===== config.mk =====
export PLATFORM = sky130hd
export DESIGN_NAME = vector_dac_scheduler
export DESIGN_NICKNAME = d
export VERILOG_FILES = /design/src/rtl/vector_dac_scheduler.sv
export SDC_FILE = /design/constraint.sdc
export NUM_CORES = 1
export LEC_CHECK = 0
export CAP_MARGIN = 10
export CORE_MARGIN = 1
export CORE_UTILIZATION = 25
export CTS_BUF_LIST = sky130_fd_sc_hd__clkbuf_16
export CTS_CLUSTER_DIAMETER = 100
export CTS_CLUSTER_SIZE = 8
export DETAILED_ROUTE_END_ITERATION = 7
export GPL_ROUTABILITY_DRIVEN = 0
export SLEW_MARGIN = 0
export SYNTH_ARGS = -nofsm -noshare
export SYNTH_HDL_FRONTEND = slang
export SYNTH_SLANG_ARGS = --single-unit

===== constraint.sdc =====
create_clock -name clock -period 3.4 [get_ports clock]
set_input_delay 0.34 -clock clock [delete_from_list [all_inputs] [get_ports clock]]
set_output_delay 0.34 -clock clock [all_outputs]
set_load 0.01 [all_outputs]

===== src/rtl/vector_dac_scheduler.sv =====
// Beam sample sequencer for the shared serial DAC shifter.
// Sends only changed channels, orders intensity by blank direction, then latches.
module vector_dac_scheduler #(
  parameter int         LAT_CYCLES    = 2,
  parameter int         SETTLE_CYCLES = 16,
  parameter logic [2:0] CTRL_BITS     = 3'b011
) (
  input  logic        clock,
  input  logic        reset,
  input  logic        in_valid,
  output logic        in_ready,
  input  logic [11:0] in_x,
  input  logic [11:0] in_y,
  input  logic [11:0] in_i,
  input  logic        spi_ready,
  output logic        spi_start,
  output logic [15:0] spi_word,
  output logic        spi_sel,
  input  logic        spi_done,
  output logic        dac_lat_n,
  output logic        busy,
  output logic [15:0] upd_count
);

  typedef enum logic [2:0] {
    S_IDLE, S_LOAD, S_ISSUE, S_WAIT, S_LATCH, S_SETTLE
  } state_t;

  localparam logic [1:0] IT_X = 2'd0;
  localparam logic [1:0] IT_Y = 2'd1;
  localparam logic [1:0] IT_I = 2'd2;

  state_t      state_q, state_d;
  logic        full_q;
  logic [11:0] hx_q, hy_q, hi_q;
  logic [11:0] wx_q, wy_q, wi_q;
  logic [11:0] cur_x, cur_y, cur_i;
  logic        primed_q;
  logic [2:0]  pend_q;
  logic        dim_q;
  logic [15:0] cnt_q;
  logic        start_q;
  logic [15:0] word_q;
  logic        sel_q;
  logic        lat_n_q;
  logic [15:0] upd_q;

  logic        accept;
  logic [2:0]  chg;
  logic [1:0]  head;
  logic [2:0]  pend_rest;
  logic [15:0] item_word;
  logic        item_sel;
  logic        lat_end;
  logic        set_end;

  assign accept    = in_valid & ~full_q;
  assign in_ready  = ~full_q;
  assign spi_start = start_q;
  assign spi_word  = word_q;
  assign spi_sel   = sel_q;
  assign dac_lat_n = lat_n_q;
  assign busy      = (state_q != S_IDLE);
  assign upd_count = upd_q;

  // Unprimed outputs hold unknown codes, so everything is refreshed.
  assign chg[0] = ~primed_q | (hx_q != cur_x);
  assign chg[1] = ~primed_q | (hy_q != cur_y);
  assign chg[2] = ~primed_q | (hi_q != cur_i);

  assign pend_rest = pend_q & ~(3'b001 << head);
  assign lat_end   = (cnt_q == 16'(LAT_CYCLES - 1));
  assign set_end   = (cnt_q == 16'(SETTLE_CYCLES - 1));

  // Dimming sends intensity first so the beam never streaks.
  always_comb begin
    head = IT_I;
    if (dim_q && pend_q[2]) head = IT_I;
    else if (pend_q[0])     head = IT_X;
    else if (pend_q[1])     head = IT_Y;
  end

  always_comb begin
    item_word = {1'b0, CTRL_BITS, wx_q};
    item_sel  = 1'b0;
    case (head)
      IT_Y: item_word = {1'b1, CTRL_BITS, wy_q};
      IT_I: begin
        item_word = {1'b0, CTRL_BITS, wi_q};
        item_sel  = 1'b1;
      end
      default: ;
    endcase
  end

  always_comb begin
    state_d = state_q;
    unique case (state_q)
      S_IDLE:   if (full_q) state_d = S_LOAD;
      S_LOAD:   state_d = (chg == 3'b000) ? S_IDLE : S_ISSUE;
      S_ISSUE:  if (spi_ready) state_d = S_WAIT;
      S_WAIT: begin
        if (spi_done)
          state_d = (pend_rest == 3'b000) ? S_LATCH : S_ISSUE;
      end
      S_LATCH: begin
        if (lat_end)
          state_d = (SETTLE_CYCLES == 0) ? S_IDLE : S_SETTLE;
      end
      S_SETTLE: if (set_end) state_d = S_IDLE;
      default:  state_d = S_IDLE;
    endcase
  end

  always_ff @(posedge clock) begin
    if (reset) begin
      state_q  <= S_IDLE;
      full_q   <= 1'b0;
      hx_q     <= '0;
      hy_q     <= '0;
      hi_q     <= '0;
      wx_q     <= '0;
      wy_q     <= '0;
      wi_q     <= '0;
      cur_x    <= 12'h800;
      cur_y    <= 12'h800;
      cur_i    <= '0;
      primed_q <= 1'b0;
      pend_q   <= '0;
      dim_q    <= 1'b0;
      cnt_q    <= '0;
      start_q  <= 1'b0;
      word_q   <= '0;
      sel_q    <= 1'b0;
      lat_n_q  <= 1'b1;
      upd_q    <= '0;
    end else begin
      state_q <= state_d;
      start_q <= 1'b0;
      if (accept) begin
        full_q <= 1'b1;
        hx_q   <= in_x;
        hy_q   <= in_y;
        hi_q   <= in_i;
      end else if (state_q == S_LOAD) begin
        full_q <= 1'b0;
      end
      unique case (state_q)
        S_LOAD: begin
          wx_q   <= hx_q;
          wy_q   <= hy_q;
          wi_q   <= hi_q;
          pend_q <= chg;
          dim_q  <= (hi_q < cur_i);
        end
        S_ISSUE: begin
          if (spi_ready) begin
            start_q <= 1'b1;
            word_q  <= item_word;
            sel_q   <= item_sel;
          end
        end
        S_WAIT: begin
          if (spi_done) begin
            case (head)
              IT_X:    cur_x <= wx_q;
              IT_Y:    cur_y <= wy_q;
              default: cur_i <= wi_q;
            endcase
            pend_q <= pend_rest;
            if (pend_rest == 3'b000) begin
              lat_n_q <= 1'b0;
              cnt_q   <= '0;
            end
          end
        end
        S_LATCH: begin
          if (lat_end) begin
            lat_n_q  <= 1'b1;
            primed_q <= 1'b1;
            upd_q    <= upd_q + 16'd1;
            cnt_q    <= '0;
          end else begin
            cnt_q <= cnt_q + 16'd1;
          end
        end
        S_SETTLE: cnt_q <= cnt_q + 16'd1;
        default: ;
      endcase
    end
  end

endmodule


# Yosys cells after proc, flatten, opt, wreduce, memory -nomap -nowiden
# Index checks and enable logic that the tools add are counted.
[totals] reg_bits=168 inputBits=41 output_inout_bits=37 elab_cells=99
[op_classes] add_sub_neg=2 n_lt_le_gt_ge=1 n_eq_ne=18 n_shift=1 mux=26 n_bitwise=10 reduce_logical=21
[op_table] operator="$mux W16" n=3
[op_table] operator="$pmux W16 S3" n=1
[op_table] operator="$ne A12 B12 Y1" n=3
[op_table] operator="$add A16 B1 Y16 const B" n=2
[op_table] operator="$pmux W16 S2" n=1
[op_table] operator="$mux W3" n=7
[op_table] operator="$pmux W3 S6" n=1
[op_table] operator="$eq A16 B1 Y1 const B" n=1
[op_table] operator="$eq A16 B4 Y1 const B" n=1
[op_table] operator="$lt A12 B12 Y1" n=1
[op_table] operator="$ne A2 B2 Y1 const B" n=6
[op_table] operator="$reduce_and A3 Y1" n=4
[op_table] operator="$logic_not A3 Y1" n=3
[op_table] operator="$mux W2" n=4
[op_table] operator="$mux W1" n=7
[op_table] operator="$eq A3 B2 Y1 const B" n=2
[op_table] operator="$eq A3 B3 Y1 const B" n=2
[op_table] operator="$pmux W3 S2" n=1
[op_table] operator="$reduce_and A2 Y1" n=3
[op_table] operator="$reduce_bool A2 Y1" n=3
[op_table] operator="$reduce_bool A3 Y1" n=2
[op_table] operator="$reduce_and A5 Y1" n=1
[op_table] operator="$not A1 Y1" n=4
[op_table] operator="$reduce_and A4 Y1" n=1
[op_table] operator="other kinds (12)" n=15

# Longest topological paths before layout
# Gate-level depths: netlist of the first run.
[logic_depth] ltp_word=10 depth_mapped=10 depth_no_buf=9

# Worst setup path after synthesis of the first run
# OpenSTA, ideal clock, no wires.
[synth_path] kind="register to register" from="register pend_q[0]" to="register cur_y[10]" setup_time_ps=70 arrival_time_ps=1760 required_time_ps=3330 slack_ps=1570 path_stages_with_launch=9 path_buffers=3 synth_period_minus_slack_ps=1830 path_cell_list="dfxtp_1 nand3b_1 inv_1 ha_1 clkbuf_1 buf_1 buf_1 nand3_1 a21oi_1"
[synth_via] elab_chain_cells=4
[synth_rtl] item="start: declaration" line_no="39" text="logic [2:0] pend_q;"
[synth_rtl] item="start signal: assignment" line_no="153" text="pend_q <= chg;"
[synth_rtl] item="start signal: assignment" line_no="170" text="pend_q <= pend_rest;"
[synth_rtl] item="$mux W2" line_no="79" text="else if (pend_q[0]) head = IT_X;"
[synth_rtl] item="$mux W2" line_no="78" text="if (dim_q && pend_q[2]) head = IT_I;"
[synth_rtl] item="$eq A2 B1 Y1" line_no="165" text="case (head)"
[synth_rtl] item="$reduce_and A3 Y1 (no line)"
[synth_rtl] item="end signal: assignment" line_no="167" text="IT_Y: cur_y <= wy_q;"
[synth_rtl] item="end: declaration" line_no="37" text="logic [11:0] cur_x, cur_y, cur_i;"
# No other way between the ends.
# A chain may end at the register's enable or synchronous reset.

# Worst setup path after layout of the first run
[layout_path] from="register pend_q[2]" to="register cur_i[1]"
[layout_via] elab_chain_cells=6
[layout_rtl] item="$logic_and A1 B1 Y1 (*)" line_no="78"
[layout_rtl] item="$mux W2 (*)" line_no="78"
[layout_rtl] item="$eq A2 B1 Y1 or $logic_not A2 Y1 (tied branches)" line_no="165"
[layout_rtl] item="$reduce_or A2 Y1 (no line) (*)"
[layout_rtl] item="$not A1 Y1 (no line) (*)"
[layout_rtl] item="$reduce_and A3 Y1 (no line) (*)"
[layout_rtl] item="end signal: assignment" line_no="168" text="default: cur_i <= wi_q;"
[layout_rtl] item="end: declaration" line_no="37"
# Mark *: on every way between the ends. The rest lies on a longest branch, timed or not.

==> results.txt, run 1 <==
----------------------------------------------------
[Status]
  Status ... completed

[Synthesis]
  FF+latch count, synth ... 166
  Post-synth net total ... 962
  Area fraction in compound gates after synthesis ... 0.142
  Sequential cell area fraction in the yosys report ... 0.456
  Total of warnings raised by yosys ... 0
  Adder and majority gate portion of the synthesized area ... 0.0309
  Post-synth top area cell ... dfxtp_1
  Dominant register cell in the synthesized netlist ... dfxtp_1
  Fraction of post-synthesis cell area in the top cell type by area ... 0.456
  Distinct cell type count of the synthesized netlist ... 52
  Post-synth ARST share ... 0
  Count of flip-flops with a built-in enable after synthesis ... 0
  Post-synthesis cell count ... 903
  Largest cells by area after synthesis ... dfxtp_1 (46%), nand2_1 (10%), a21oi_1 (8.9%)
  Area share of and/or/nand/nor cells after synthesis ... 0.257
  Cell area after synthesis ... 7290 um2
  Combinational family with the most area after synthesis ... simple AND/OR/NAND/NOR gates
  Portion of netlist area occupied by mux cells ... 0.00412
  Xor and xnor area share after synthesis ... 0.0612
  Avg Inst Size Synth ... 8.08 um2

[Routing]
  WL final ... 19.1 mm
  Vias after detailed routing ... 6212
  Routed wire per std cell ... 14.2 um
  Detailed router's first-iteration violation count ... 477
  DRT Pass-1 Iters ... 4
  Total DRC errors in the routed layout ... 0
  Vias/cell ... 4.63
  Remaining antenna violation count after routing ... 0

[Clock network]
  Post-CTS Hold Buffers ... 0
  Clock sink count ... 166
  Post-CTS Repair Setup Buffers ... 0
  Worst skew pair latency ... 0.43 ns
  Count of cells resized by post-cts repair ... 0
  Total CTS buffers ... 17
  TritonCTS clock tree ... done
  Buffer levels on the longest clock path ... 2
  H-tree Lvls ... 4
  Register clock-pin slew on the reported worst setup and hold paths ... 0.07 ns
  Clock root cell ... clkbuf_16

[Worst setup path]
  Required time of the critical path ... 3.68 ns
  Startpoint of the lowest-slack register-to-register path ... pend_q[2]
  Worst setup SP type ... flip-flop
  Reg2reg setup slack ... 0.95 ns
  Category of the worst setup path capture point ... flip-flop
  Crit Path Category ... flip-flop to flip-flop
  Worst setup path startpoint ... pend_q[2]
  Worst path arrival time ... 2.73 ns
  Max Fanout on Critical Path ... 13

[Hold path]
  Hold Path Class ... primary input to flip-flop
  Hold_sp ... reset

[Die]
  I/O pins ... 78
  Die Wd ... 173 um
  Number of core rows ... 62
  Die area ... 29900 um2
  Standard cell core area ... 28700 um2
  Height of the chip ... 173 um
  Initial standard-cell utilization of the core ... 0.254

[Power and ir drop]
  Leakage power summed over all cells ... 2.96 nW
  Total power ... 4.69 mW
  Pwr dens ... 526 nW/um2
  Maximum vdd ir drop ... 0.462 mV

[Final layout]
  Fraction of the core area covered by cells at the end of the flow ... 0.310
  Number of filler instances in the final layout ... 3061
  Most common cell after layout, fill and taps aside ... nand2_1
  Antenna cell count ... 0
  Final nets ... 1005
  Share of post-route cells with drive strength above 1 ... 0.0584
  Commonest cells after routing, fill and taps aside ... nand2_1 (202), dfxtp_1 (166), a21oi_1 (129)
  Signed area change from the synthesized netlist to the final layout ... 22.1%

[STA]
  Portion of the clock cycle consumed by the worst path in the final layout ... 0.720
  Number of setup violations in the final report ... 0
  Final hold violation count ... 0
  Clock skew ... 0.00864 ns
  Normalized max-slew margin ... 0.376
  Post-route worst setup slack ... 0.952 ns
  Timing-limited maximum frequency ... 408 MHz
  Final setup TNS ... 0 ns
  Setup repair after global routing missed its margin ... no
  Final critical-path required period ... 2.45 ns
  Pins over their slew limit ... 0
  Actual slew at the worst max-slew pin ... 0.936 ns

[Place]
  Detailed Place HPWL ... 13.2 mm
  Worst slack at placement ... 0.893 ns
  Count of buffers inserted at the top-level ports ... 76

[Run]
  Maximum Capacitance Violations ... 0

[Global route]
  Pin count of the biggest net entering global routing ... 64
  Vias in the first global route ... 5857
  Wire length of the first global-routing pass ... 31.1 mm
  Global Route Usage Sum ... 0.130
  Total congestion overflow after global routing ... 0
  Number of antenna violations at the first check in global routing ... 0

----------------------------------------------------
==> state kept, by name, summed over array words and instances (netlist names), 3 cells and up <==
register / cells
wx_q: 12
wy_q: 12
cnt_q: 16
hx_q: 12
pend_q: 3
hi_q: 12
wi_q: 12
cur_i: 12
cur_y: 12
hy_q: 12
spi_word: 14
upd_count: 16
state_q: 3
cur_x: 12
==> final cells by class <==
class / count / area, um2 / area share
flip-flops and latches: 166 / 3320 / 0.373
clock inverters: 15 / 148 / 0.0166
well taps: 384 / 480 / 0.0539
multi-input cells: 655 / 3620 / 0.407
clock buffers: 17 / 425 / 0.0477
repair buffers: 86 / 833 / 0.0935
inverters: 20 / 75.1 / 0.00843
==> power by group <==
group | internal (mW) | leakage (nW) | switching, mW
logic | 0.250 | 1.34 | 0.457
clock network | 1.03 | 0.277 | 0.844
registers | 2.02 | 1.34 | 0.0888
==> worst max-delay path, stage by stage (launching register included) <==
cell and delay, ns:
dfxtp_1 0.36, nand2_1 0.09, nand3b_1 0.14, inv_1 0.06, ha_1 0.20, nor2_1 0.72
nand2_1 0.48, nand2_1 0.18, a21oi_1 0.07
==> path summary, 6_finish.rpt <==
path,end,cells after the start
setup / recovery,cur_i[1],8
hold / removal,upd_count[13],2
setup reg to reg,cur_i[1],8
hold reg to reg,dac_lat_n,2
==> synth_stat cells, drive strengths merged (2+ instances only) <==
library cell	number
nor3	10
xnor2	46
nand3b	2
xor2	5
nand2	202
buf	25
ha	18
and3	9
o21ai	11
a211o	3
nor2	65
clkbuf	37
nand4	19
a31oi	2
a22oi	12
nor2b	5
and2	3
nand3	46
nor3b	4
and4	5
a21boi	3
nor4	13
or3	3
mux2i	3
inv	20
nor4b	4
o21a	3
nand2b	6
a211oi	13
a21oi	129
dfxtp	166
==> per-layer routing <==
layer,vias to the layer above,wire length [um],GRT usage,share of wire
li1,3148,-,-,-
met1,2899,9400,0.179,0.49
met2,147,8610,0.203,0.45
met3,18,787,0.0231,0.041
met4,0,295,0.0461,0.015
met5,-,0,0,0
==> through the flow <==
stage | hold slack [ns] | std cells | instance area [um2]
after global placement | 0.440 | 1311 | 8340
after global routing | 0.436 | 1343 | 8910
after detailed placement | 0.439 | 1311 | 8340
final | 0.417 | 1343 | 8910
after floorplan | 0.436 | 903 | 7290
after CTS | 0.423 | 1343 | 8910
==> cell families (layout without fill, tap and decap cells) <==
group,after synthesis,after routing
and+or+nand+nor,401,401
AOI/OAI and AO/OA,181,181
DFF,166,166
buffers and inverters,82,138
xor gates and xnor gates,51,51
adders and majority gates,18,18
muxes,3,3
other,1,1
No activity file was read; power rests on OpenSTA's default activity.
==> inputs of run 2 (changes only) <==
==> constraint.sdc (replaced) <==
create_clock -name clock -period 2.4 [get_ports clock]
set_input_delay 0.24 -clock clock [delete_from_list [all_inputs] [get_ports clock]]
set_output_delay 0.24 -clock clock [all_outputs]
set_load 0.01 [all_outputs]
==> run 2 against run 1 <==
Against the previous run: sequential cell count did not move; sequential share of layout area down 0.59 points; clock power increased by 44%; clock-buffer cell count did not move; cell area grew 1.6%; non-clock buffer count is 12 higher; sequential power grew 41%; wire length up 2.0%; critical path depth decreased by 6; power increased by 45%; first-iteration DRC count shrank 4.6%; critical endpoint is now busy; largest cell class unchanged; highest routed layer unchanged.
==> results.txt, run 2 (synthesis results as in run 1) <==
----------------------------------------------------
[Status]
  Status ... completed

[Global route]
  Pin count of the biggest net entering global routing ... 74
  Wire length of the first global-routing pass ... 31.6 mm
  Vias in the first global route ... 6014
  Number of antenna violations at the first check in global routing ... 0
  Global Route Usage Sum ... 0.132
  Total congestion overflow after global routing ... 0

[Final layout]
  Post-layout instance count excluding filler cells ... 1354
  Fraction of the core area covered by cells at the end of the flow ... 0.315
  Final nets ... 1017
  Most common cell after layout, fill and taps aside ... nand2_1
  Antenna cell count ... 0
  Commonest cells after routing, fill and taps aside ... nand2_1 (202), dfxtp_1 (166), a21oi_1 (129)
  Share of post-route cells with drive strength above 1 ... 0.0680
  Signed area change from the synthesized netlist to the final layout ... 24.1%

[STA]
  Clock skew ... 0.00815 ns
  Timing-limited maximum frequency ... 483 MHz
  Portion of the clock cycle consumed by the worst path in the final layout ... 0.863
  Post-route worst setup slack ... 0.329 ns
  Normalized max-slew margin ... 0.595
  Pins over their slew limit ... 0
  Setup repair after global routing missed its margin ... no
  Final hold violation count ... 0
  Final critical-path required period ... 2.07 ns
  Actual slew at the worst max-slew pin ... 0.606 ns
  Final setup TNS ... 0 ns
  Number of setup violations in the final report ... 0

[Power and ir drop]
  Switching power as a share of total power ... 0.289
  Proportion of power drawn by flip-flops and latches ... 0.440
  Portion of total power attributed to the clock network ... 0.398
  Combinational power share ... 0.161
  Leakage power summed over all cells ... 3.03 nW
  Cell-internal power ... 4.82 mW
  Power spent charging and discharging nets ... 1.96 mW
  Maximum vdd ir drop ... 0.517 mV
  Pwr dens ... 749 nW/um2
  Total power ... 6.78 mW

[Clock network]
  Buffer levels on the longest clock path ... 2
  Post-CTS Hold Buffers ... 0
  Total CTS buffers ... 17
  TritonCTS clock tree ... done
  Count of cells resized by post-cts repair ... 0
  Register clock-pin slew on the reported worst setup and hold paths ... 0.06 ns
  Clock sink count ... 166
  Post-CTS Repair Setup Buffers ... 0
  H-tree Lvls ... 4
  Clock root cell ... clkbuf_16
  Worst skew pair latency ... 0.42 ns

[Hold path]
  Hold Path Class ... primary input to flip-flop
  Hold_sp ... reset

[Die]
  Die area ... 29900 um2
  Initial standard-cell utilization of the core ... 0.254
  Die Wd ... 173 um
  I/O pins ... 78
  Standard cell core area ... 28700 um2
  Number of core rows ... 62
  Height of the chip ... 173 um

[Routing]
  WL final ... 19.5 mm
  Detailed router's first-iteration violation count ... 455
  Routed wire per std cell ... 14.4 um
  DRT Pass-1 Iters ... 5
  Vias after detailed routing ... 6318
  Remaining antenna violation count after routing ... 0
  Total DRC errors in the routed layout ... 0
  Vias/cell ... 4.67

[Place]
  Detailed Place HPWL ... 13.8 mm
  Placed cells ... 1323
  Count of buffers inserted at the top-level ports ... 76
  Worst slack at placement ... 0.259 ns

[Worst setup path]
  Worst setup path startpoint ... state_q[1]
  Startpoint of the lowest-slack register-to-register path ... dim_q
  Worst path arrival time ... 1.83 ns
  Category of the worst setup path capture point ... output port
  Required time of the critical path ... 2.16 ns
  Crit Path Category ... flip-flop to output port
  Max Fanout on Critical Path ... 16
  Worst setup SP type ... flip-flop

[Run]
  Maximum Capacitance Violations ... 0

----------------------------------------------------
run 2: cell types whose count changed in the layout (fill, tap and decap cells not counted):
cell and delta:
buf_4 +8, buf_12 +4, clkinv_1 +2, clkinv_4 -2, inv_8 -2, bufinv_16 +1, inv_1 -1, inv_6 +1
run 2: area by class of cell:
cell class | instances | area (um2)
well taps | 384 | 480
multi-input cells | 655 | 3620
clock buffers | 17 | 425
flip-flops and latches | 166 | 3320
repair buffers | 98 | 973
fillers | 3058 | 19700
clock inverters | 14 | 150
inverters | 20 | 75.1
run 2: metrics by stage:
step / hold WS [ns] / cell area [um2]
finish: 0.250 / 9050
global route: 0.257 / 9050
CTS: 0.247 / 9050
detailed placement: 0.450 / 8480
global placement: 0.446 / 8480
floorplan: 0.376 / 7290
run 2: power by group through the flow:
stage               sequential, mW  combinational, mW  clock, mW
global placement              3.04               1.09          0
floorplan                     3.00              0.695          0
detailed placement            3.05               1.10          0
global route                  3.00               1.21       2.86
finish                        2.98               1.09       2.70
CTS                           2.98               1.11       2.75
run 2: critical path, cell delays in order (launching register included):
cell and delay, ns:
dfxtp_1 0.47, or3_1 0.45, clkdlybuf4s50_1 0.49
run 2: final timing paths:
| path | slack, ns | to | cells past startpoint |
|---|---|---|---|
| max | 0.33 | busy | 2 |
| min | 0.25 | upd_count[12] | 2 |
| max reg2reg | 0.34 | cnt_q[10] | 9 |
| min reg2reg | 0.46 | cur_i[3] | 2 |
run 2: layer usage:
metal | up-vias | part of all wire | wire (um) | global-route usage
li1 | 3174 | - | - | -
met1 | 2986 | 0.48 | 9370 | 0.179
met2 | 140 | 0.46 | 8870 | 0.211
met3 | 18 | 0.050 | 964 | 0.0246
met4 | 0 | 0.014 | 268 | 0.0409
met5 | - | 0 | 0 | 0
==> inputs of run 3 (changes only) <==
--- a/config.mk
+++ b/config.mk
@@ -13,6 +13,7 @@
 export CTS_CLUSTER_SIZE = 8
 export DETAILED_ROUTE_END_ITERATION = 7
 export GPL_ROUTABILITY_DRIVEN = 0
+export REMOVE_ABC_BUFFERS = 1
 export SLEW_MARGIN = 0
 export SYNTH_ARGS = -nofsm -noshare
 export SYNTH_HDL_FRONTEND = slang
==> run 3 against run 2 <==
Against the previous run: via count is 2.8% lower; setup slack better by 0.068 ns; sequential cell count unchanged; critical path depth is 3 higher; highest routed layer unchanged; hold slack better by 0.065 ns; cell area decreased by 0.68%; power decreased by 2.4%; first-iteration DRC count decreased by 23%; wire length shrank 5.5%; sequential share of layout area rose by 0.25 points; combinational power barely moved.
==> results.txt, run 3 (synthesis results as in run 1) <==
----------------------------------------------------
[Status]
  Status ... completed

[Final layout]
  Share of post-route cells with drive strength above 1 ... 0.0650
  Storage cell area ... 3320 um2
  Signed area change from the synthesized netlist to the final layout ... 23.3%
  Final instance area ... 8990 um2
  Commonest cells after routing, fill and taps aside ... nand2_1 (202), dfxtp_1 (166), a21oi_1 (129)
  Post-layout instance count excluding filler cells ... 1353
  Number of filler instances in the final layout ... 3049
  Most common cell after layout, fill and taps aside ... nand2_1
  Antenna cell count ... 0
  Final nets ... 1015
  Area taken by multi-input logic gates ... 3620 um2

[Power and ir drop]
  Leakage power summed over all cells ... 3.00 nW
  Total power ... 6.61 mW
  Maximum vdd ir drop ... 0.454 mV
  Pwr dens ... 735 nW/um2

[Die]
  Initial standard-cell utilization of the core ... 0.254
  Standard cell core area ... 28700 um2
  I/O pins ... 78
  Height of the chip ... 173 um
  Die area ... 29900 um2
  Die Wd ... 173 um
  Number of core rows ... 62

[Worst setup path]
  Kind of cell adding the most delay to the critical path ... simple AND/OR/NAND/NOR gates
  Worst setup SP type ... flip-flop
  Critical path's largest stage delay ... 0.56 ns
  Buf/Inv on CP ... 0
  Crit-path cells ... nor4_1 -> and2_1 -> nand4_4 -> or3_1 -> a21oi_1
  Crit Path Category ... flip-flop to flip-flop
  Worst setup path startpoint ... cnt_q[14]
  Highest-delay cell along the critical path ... nor4_1
  Startpoint of the lowest-slack register-to-register path ... cnt_q[14]
  Required time of the critical path ... 2.74 ns
  Max Fanout on Critical Path ... 8
  Worst path arrival time ... 2.34 ns
  Category of the worst setup path capture point ... flip-flop

[STA]
  Actual slew at the worst max-slew pin ... 0.736 ns
  Final critical-path required period ... 2.00 ns
  Clock skew ... 0.0109 ns
  Number of setup violations in the final report ... 0
  Final hold violation count ... 0
  Normalized max-slew margin ... 0.505
  Final Hold Slack ... 0.316 ns
  Portion of the clock cycle consumed by the worst path in the final layout ... 0.834
  Final setup TNS ... 0 ns
  Timing-limited maximum frequency ... 499 MHz
  Setup repair after global routing missed its margin ... no
  Pins over their slew limit ... 0

[Clock network]
  Count of cells resized by post-cts repair ... 0
  H-tree Lvls ... 4
  Post-CTS Repair Setup Buffers ... 0
  Clock root cell ... clkbuf_16
  Post-CTS Hold Buffers ... 0
  Clock sink count ... 166
  Buffer levels on the longest clock path ... 2
  Register clock-pin slew on the reported worst setup and hold paths ... 0.06 ns
  Total CTS buffers ... 17
  TritonCTS clock tree ... done
  Worst skew pair latency ... 0.42 ns

[Place]
  Count of buffers inserted at the top-level ports ... 76
  Post-Place Cell Area ... 8440 um2
  Placed cells ... 1321
  Detailed Place HPWL ... 12.7 mm

[Global route]
  Vias in the first global route ... 5841
  Total congestion overflow after global routing ... 0
  Number of antenna violations at the first check in global routing ... 0
  M3 GR Usage ... 0.0270
  Met2 Use GR ... 0.203
  Pin count of the biggest net entering global routing ... 57
  Wire length of the first global-routing pass ... 30.1 mm
  Most heavily used metal layer in global routing ... met2
  Met1 Track Usage GR ... 0.164
  Global Route Usage Sum ... 0.124

[Routing]
  Total DRC errors in the routed layout ... 0
  Detailed router's first-iteration violation count ... 352
  DRT Pass-1 Iters ... 6
  Vias after detailed routing ... 6141
  Vias/cell ... 4.54
  Routed wire per std cell ... 13.6 um
  Remaining antenna violation count after routing ... 0
  WL final ... 18.4 mm

[Hold path]
  Hold_sp ... reset
  Hold Path Class ... primary input to flip-flop

[Run]
  Maximum Capacitance Violations ... 0

----------------------------------------------------
## run 3: changes by cell type in the layout (fill, tap and decap cells not counted), sizes merged
cell    previous run  this run
buf               23        21
inv               24        26
bufinv             2         1
## run 3: metrics by stage
stage / setup slack, ns / util
after floorplan: -0.0527 / -
after global placement: 0.324 / 0.294
after detailed placement: 0.308 / 0.294
after CTS: 0.364 / 0.313
after global routing: 0.220 / 0.313
final: 0.397 / 0.313
## run 3: final timing paths
check	end	slack, ns	cells after the start
setup / recovery	upd_count[8]	0.40	5
hold reg to reg	cur_i[2]	0.45	2
setup reg to reg	upd_count[8]	0.40	5
hold / removal	upd_count[12]	0.32	2
## run 3: routing by layer
layer / part of all wire / up-vias / wire length (um)
li1: - / 3169 / -
met1: 0.48 / 2860 / 8850
met2: 0.47 / 100 / 8560
met3: 0.043 / 12 / 798
met4: 0.010 / 0 / 189
met5: 0 / - / 0
## run 3: cell type report
cell class	count	area share
repair buffers	96	0.104
inverters	20	0.00835
clock buffers	17	0.0473
flip-flops and latches	166	0.370
multi-input cells	655	0.403
well taps	384	0.0534
clock inverters	15	0.0143
## run 3: where the power goes
group	leakage [nW]	switching [mW]	internal, mW
combinational	1.39	0.671	0.389
clock	0.268	1.15	1.43
sequential	1.34	0.114	2.86
## run 3: worst register-to-register path, stage by stage (launching register included)
cell     delay, ns
dfxtp_1       0.33
nor4_1        0.56
and2_1        0.42
nand4_4       0.14
or3_1         0.33
a21oi_1       0.16
